**src/rtl/load_store_unit.sv**
```systemverilog
// MEM-stage load/store initiator toward a byte-lane data memory.
// Word-crossing accesses are split into two aligned beats; load data is merged and extended.
module load_store_unit #(
  parameter int unsigned DM_ADDRESS = 9,
  parameter int unsigned DATA_W     = 32
) (
  input  logic                  clk,
  input  logic                  reset,
  input  logic                  req_valid,
  output logic                  req_ready,
  input  logic                  req_read,
  input  logic                  req_write,
  input  logic [2:0]            req_funct3,
  input  logic [31:0]           req_addr,
  input  logic [DATA_W-1:0]     req_wdata,
  output logic                  rsp_valid,
  output logic [DATA_W-1:0]     rsp_rdata,
  output logic                  rsp_err,
  output logic                  mem_re,
  output logic [3:0]            mem_wr,
  output logic [DM_ADDRESS-1:0] mem_addr,
  output logic [DATA_W-1:0]     mem_wdata,
  input  logic [DATA_W-1:0]     mem_rdata
);
  localparam int unsigned WordW = DM_ADDRESS - 2;

  typedef enum logic [1:0] {StIdle, StBeat0, StBeat1, StWait} state_e;
  state_e state_q, state_d;

  logic                  load_q, load_d;
  logic [2:0]            funct3_q, funct3_d;
  logic [DM_ADDRESS-1:0] addr_q, addr_d;
  logic [DATA_W-1:0]     wdata_q, wdata_d;
  logic [DATA_W-1:0]     data0_q, data0_d;
  logic                  rsp_valid_q, rsp_valid_d;
  logic                  rsp_err_q, rsp_err_d;
  logic [DATA_W-1:0]     rsp_rdata_q, rsp_rdata_d;

  logic                  accept;
  logic                  illegal;
  logic [1:0]            offset;
  logic [WordW-1:0]      word0;
  logic [WordW-1:0]      word1;
  logic [3:0]            size_mask;
  logic [7:0]            lane_mask;
  logic                  split;
  logic [2*DATA_W-1:0]   store_win;
  logic [2*DATA_W-1:0]   load_win;
  logic [DATA_W-1:0]     load_raw;
  logic [DATA_W-1:0]     load_ext;
  logic                  unused_addr;

  // Address bits beyond the memory size are intentionally ignored.
  assign unused_addr = ^req_addr[31:DM_ADDRESS];

  assign accept  = req_valid & req_ready;
  assign illegal = (req_funct3 == 3'b011) | (req_funct3[2:1] == 2'b11) |
                   (req_funct3[2] & req_write) | (req_read == req_write);

  assign offset = addr_q[1:0];
  assign word0  = addr_q[DM_ADDRESS-1:2];
  assign word1  = word0 + WordW'(1);

  always_comb begin
    case (funct3_q[1:0])
      2'b00:   size_mask = 4'b0001;
      2'b01:   size_mask = 4'b0011;
      default: size_mask = 4'b1111;
    endcase
  end

  assign lane_mask = {4'b0000, size_mask} << offset;
  assign split     = |lane_mask[7:4];
  assign store_win = {{DATA_W{1'b0}}, wdata_q} << {offset, 3'b000};

  // In WAIT, mem_rdata holds the last beat; beat0 data was captured in BEAT1 for splits.
  assign load_win = split ? {mem_rdata, data0_q} : {{DATA_W{1'b0}}, mem_rdata};
  assign load_raw = DATA_W'(load_win >> {offset, 3'b000});

  always_comb begin
    case (funct3_q[1:0])
      2'b00:   load_ext = funct3_q[2] ? {24'b0, load_raw[7:0]} :
                                        {{24{load_raw[7]}}, load_raw[7:0]};
      2'b01:   load_ext = funct3_q[2] ? {16'b0, load_raw[15:0]} :
                                        {{16{load_raw[15]}}, load_raw[15:0]};
      default: load_ext = load_raw;
    endcase
  end

  // FSM: state register
  always_ff @(posedge clk) begin
    if (reset) begin
      state_q <= StIdle;
    end else begin
      state_q <= state_d;
    end
  end

  // FSM: next state
  always_comb begin
    state_d = state_q;
    unique case (state_q)
      StIdle:  if (accept && !illegal) state_d = StBeat0;
      StBeat0: state_d = split ? StBeat1 : (load_q ? StWait : StIdle);
      StBeat1: state_d = load_q ? StWait : StIdle;
      StWait:  state_d = StIdle;
      default: state_d = StIdle;
    endcase
  end

  // FSM: outputs; memory is only driven during the two beat states
  always_comb begin
    req_ready = (state_q == StIdle) & ~reset;
    mem_re    = 1'b0;
    mem_wr    = 4'b0000;
    mem_addr  = '0;
    mem_wdata = '0;
    unique case (state_q)
      StBeat0: begin
        mem_addr  = {word0, 2'b00};
        mem_re    = load_q;
        mem_wr    = load_q ? 4'b0000 : lane_mask[3:0];
        mem_wdata = load_q ? '0 : store_win[DATA_W-1:0];
      end
      StBeat1: begin
        mem_addr  = {word1, 2'b00};
        mem_re    = load_q;
        mem_wr    = load_q ? 4'b0000 : lane_mask[7:4];
        mem_wdata = load_q ? '0 : store_win[2*DATA_W-1:DATA_W];
      end
      default: ;
    endcase
  end

  always_comb begin
    load_d      = load_q;
    funct3_d    = funct3_q;
    addr_d      = addr_q;
    wdata_d     = wdata_q;
    data0_d     = data0_q;
    rsp_valid_d = 1'b0;
    rsp_err_d   = 1'b0;
    rsp_rdata_d = '0;
    if (accept) begin
      load_d   = req_read;
      funct3_d = req_funct3;
      addr_d   = req_addr[DM_ADDRESS-1:0];
      wdata_d  = req_wdata;
      if (illegal) begin
        rsp_valid_d = 1'b1;
        rsp_err_d   = 1'b1;
      end
    end
    unique case (state_q)
      StBeat0: if (!split && !load_q) rsp_valid_d = 1'b1;
      StBeat1: begin
        if (load_q) data0_d = mem_rdata;
        else        rsp_valid_d = 1'b1;
      end
      StWait: begin
        rsp_valid_d = 1'b1;
        rsp_rdata_d = load_ext;
      end
      default: ;
    endcase
  end

  always_ff @(posedge clk) begin
    if (reset) begin
      load_q      <= 1'b0;
      funct3_q    <= 3'b000;
      addr_q      <= '0;
      wdata_q     <= '0;
      data0_q     <= '0;
      rsp_valid_q <= 1'b0;
      rsp_err_q   <= 1'b0;
      rsp_rdata_q <= '0;
    end else begin
      load_q      <= load_d;
      funct3_q    <= funct3_d;
      addr_q      <= addr_d;
      wdata_q     <= wdata_d;
      data0_q     <= data0_d;
      rsp_valid_q <= rsp_valid_d;
      rsp_err_q   <= rsp_err_d;
      rsp_rdata_q <= rsp_rdata_d;
    end
  end

  assign rsp_valid = rsp_valid_q;
  assign rsp_err   = rsp_err_q;
  assign rsp_rdata = rsp_rdata_q;

endmodule

```
**config.mk**
```make
export PLATFORM = sky130hd
export DESIGN_NAME = load_store_unit
export DESIGN_NICKNAME = d
export VERILOG_FILES = /design/src/rtl/load_store_unit.sv
export SDC_FILE = /design/constraint.sdc
export NUM_CORES = 1
export LEC_CHECK = 0
export CAP_MARGIN = 40
export CORE_ASPECT_RATIO = 1.1
export CORE_UTILIZATION = 35
export CTS_CLUSTER_SIZE = 10
export DETAILED_ROUTE_END_ITERATION = 10
export PLACE_DENSITY_LB_ADDON = 0.12
export SKIP_LAST_GASP = 1
export SLEW_MARGIN = 20
export SYNTH_ARGS = -nofsm -noshare
export SYNTH_HDL_FRONTEND = slang
export SYNTH_SLANG_ARGS = --single-unit
```
**constraint.sdc**
```tcl
create_clock -name clk -period 2.31 [get_ports clk]
set_input_delay 0.462 -clock clk [delete_from_list [all_inputs] [get_ports clk]]
set_output_delay 0.462 -clock clk [all_outputs]
set_load 0.03 [all_outputs]
```
==> impl_metrics.py <==
metrics = {
    "timing": {
        "slew_violations": 0,
        "fin_crit_sh_pct": 102,
        "fin_skew_ns": 0.0124,
        "worstMarginPinSlew_ns": 0.765,
        "finalHoldViolCount": 0,
        "rsz0062_at_grt": "yes",
        "fin_ws_ns": -0.0486,
        "min_period_ns": 2.36,
        "finalSetupViolCount": 13,
        "clock.fmax_ghz": 0.424,
        "slew_headroom_pct": 49.0,
        "holdWs_ns": 0.459,
    },
    "synth": {
        "yosys-top-cells-area": "dfxtp_1 33%, nand2_1 8.3%, mux2i_1 5.1%, a21oi_1 4.7%, nand3b_1 4.3%",
        "synthDistinctLibCells": 63,
        "ys_top_cells_by_count": "143 x nand2_1, 105 x dfxtp_1, 60 x a21oi_1",
        "synth_top_area_cell": "dfxtp_1",
        "ys_ff_latch": 105,
        "synth_edf_count": 0,
        "yosysMostFrequentCell": "nand2_1",
        "ys_warn_count": 0,
        "ys_seq_area_share_pct": 32.6,
        "syn_inst": 812,
        "syn-cell-area_sq_um": 6450,
        "syn_avg_cell_area_sq_um": 7.95,
        "asyncSetResetFlopFracSynth_pct": 0,
        "yosys.area.top_type_share_pct": 32.6,
        "synthFlopType": "dfxtp_1",
    },
    "global_route": {
        "antenna_found_initial": 0,
        "grt_use_met1_pct": 28.2,
        "globalRouteOverflowTotal": 0,
        "grt_pass1_wl_microns": 34700,
        "grt_usage_pct": 23.6,
        "grt_pass1_vias": 6395,
        "grt_max_degree": 57,
        "globalRoute.busiestLayer": "met2",
        "grt_util_met3_pct": 3.96,
        "met2_usage_pct": 41.9,
    },
    "worst_setup_path": {
        "required_ns": 1.85,
        "cp.arrival_ns": 1.90,
        "path_max_fanout": 8,
        "max_stage_delay_ns": 0.33,
        "crit_path_end_kind": "output port",
        "r2r_start": "funct3_q[1]",
        "worstSetupPathType": "register to output port",
        "critPathBufInv": 4,
        "critPathSlowestCell": "dfxtp_2",
        "timing.critical_path.from": "state_q[1]",
        "worst_path_dominant_cell_family": "buffers and inverters",
        "crit_chain": "inv_2, ha_4, buf_4, nand2b_4, nor2_1, buf_6, a21oi_2, nor2_2, buf_6",
        "cp_common_cell": "buf_6",
        "cp-start-kind": "register",
    },
    "cts": {
        "cts_root_buffer": "clkbuf_16",
        "ctsHoldBuffers": 0,
        "cts_tree": "yes",
        "worst_skew_pair.late_latency_ns": 0.36,
        "clk_path_buf_depth": 2,
        "clk_pin_slew_ns": 0.08,
        "numClockSinks": 105,
        "cts_buffers": 9,
        "cts_htree_levels": 3,
    },
    "floorplanning": {
        "die_h_microns": 144,
        "initial_utilization_pct": 36.1,
        "die_w_microns": 131,
        "die_area_sq_um": 19000,
        "rows": 51,
        "io-pin-count": 185,
        "core_sq_um": 17900,
    },
    "pwr": {
        "power.density_nw_per_um2": 529,
        "peakVddDrop_mv": 0.373,
        "seq_power_share_pct": 41.4,
        "p_int_mw": 3.24,
        "finalPower_mw": 4.83,
        "p_leak_nw": 3.53,
        "switching_power_mw": 1.59,
        "p_comb_share_pct": 27.1,
        "clock_power_share_pct": 31.5,
        "p_sw_share_pct": 32.9,
    },
    "drt": {
        "drcViolationCount": 0,
        "routed_wl_microns": 22300,
        "wl_per_cell_microns": 18.4,
        "drt_pre_antenna_iters": 5,
        "via_count": 6579,
        "drtIter0Drc": 454,
        "vias_per_cell": 5.41,
        "ant_nets": 0,
    },
    "placed_design": {
        "dp_hpwl_microns": 15900,
        "place_congestion": 0.861,
        "io_buffers": 159,
        "placedCellCount": 1194,
    },
    "layout": {
        "finalNonFillerCells": 1216,
        "diodes": 0,
        "final_net_count": 1083,
        "drive_above_1_share_pct": 22.0,
        "final_util_pct": 51.1,
        "fill_cells": 1737,
        "area_growth_syn_to_layout_pct": 41.5,
    },
    "worst_hold_path": {
        "hold_path_class": "register to register",
        "hp-start": "data0_q[9]",
    },
    "status": {
        "violations": "negative setup slack",
        "status": "finished with violations",
    },
    "job": {
        "cap_violations": 0,
    },
}
state kept, by name, summed over array words and instances (netlist names):
register / count
rsp_rdata: 32
wdata_q: 32
data0_q: 24
addr_q: 9
funct3_q: 3
state_q: 2
load_q: 1
rsp_err: 1
rsp_valid: 1
cell families (layout without fill, tap and decap cells):
logic type | count (synthesis) | in the layout | synth area share [%]
other cells | 1 | 2 | 0.0581
mux | 70 | 70 | 12.8
flops | 105 | 105 | 32.6
fa+ha+maj | 6 | 6 | 1.16
simple gates | 306 | 306 | 22.8
compound gates | 217 | 217 | 23.2
buf+inv | 107 | 272 | 7.43
cell type report:
| class | count | area, sq um | area share (%) |
|---|---|---|---|
| clock buffers | 9 | 225 | 2.47 |
| clock inverters | 7 | 58.8 | 0.644 |
| inverters | 36 | 143 | 1.56 |
| multi-input cells | 601 | 4170 | 45.6 |
| flip-flops and latches | 105 | 2110 | 23.1 |
| well taps | 238 | 298 | 3.26 |
| repair buffers | 220 | 2130 | 23.3 |
worst paths after layout:
kind | endpoint | slack (ns) | cells past startpoint
max | mem_wdata[21] | -0.05 | 9
min | data0_q[9] | 0.46 | 2
max reg2reg | rsp_rdata[19] | 0.13 | 5
min reg2reg | data0_q[9] | 0.46 | 2
tightest hold or removal path, delay by kind of cell, from the launching register on:
family | cells | cell delay, ns
AO/OA/AOI/OAI | 1 | 0.05
flip-flops | 1 | 0.32
AND/OR/NAND/NOR | 1 | 0.05
metrics by stage:
stage / setup WS (ns) / TNS [ns] / cell area, sq um
after detailed placement: 0.0317 / 0 / 8390
after floorplan: -0.224 / -1.81 / 6490
after CTS: -0.131 / -1.94 / 8960
final: -0.0486 / -0.461 / 9130
after global placement: -0.401 / -7.11 / 8360
after global routing: -0.135 / -2.43 / 9130
cells in the final DEF, fill, tap and decap left out, types with 4 or more instances in the layout:
cell,count
nand2_1,141
dfxtp_1,101
o311ai_1,4
a221oi_1,8
clkbuf_16,9
inv_6,4
o21ai_1,16
nor2b_1,20
nor2_2,9
o31ai_1,12
o211ai_2,7
a21oi_1,54
o22ai_1,7
inv_1,31
o211ai_1,4
mux2_2,16
mux2_1,14
a222oi_1,4
nand3b_1,37
buf_4,69
o221ai_1,4
nor2_1,43
and3_1,8
a211oi_1,17
mux2i_1,31
mux4_2,7
a211oi_2,5
nand3_1,7
o21ai_0,21
and2_1,11
o2bb2ai_4,4
clkdlybuf4s50_1,114
nor3_1,10
a21oi_2,7
a22oi_1,18
buf_12,5
buf_6,28
o2bb2ai_2,4
power groups by stage:
stage                     combinational [mW]  clock (mW)  sequential [mW]
final                                   1.31        1.52             2.00
after global routing                    1.41        1.61             2.01
after CTS                               1.26        1.56             2.00
after detailed placement                1.20           0             2.03
after global placement                  1.20           0             2.03
after floorplan                        0.756           0             2.00
what timing repair did:
action / 4_1_cts / 5_1_grt
pin swaps: 1 / 4
gates resized for setup: 49 / 37
setup buffers: 2 / 3
cloned: 1 / 0
endpoints found under the setup margin: 38 / 38
per-layer routing:
layer,wire [microns],vias up
li1,-,3209
met1,9290,3112
met2,11200,222
met3,1190,36
met4,608,0
met5,0,-
Note: power is estimated with default switching activity, not from simulation.
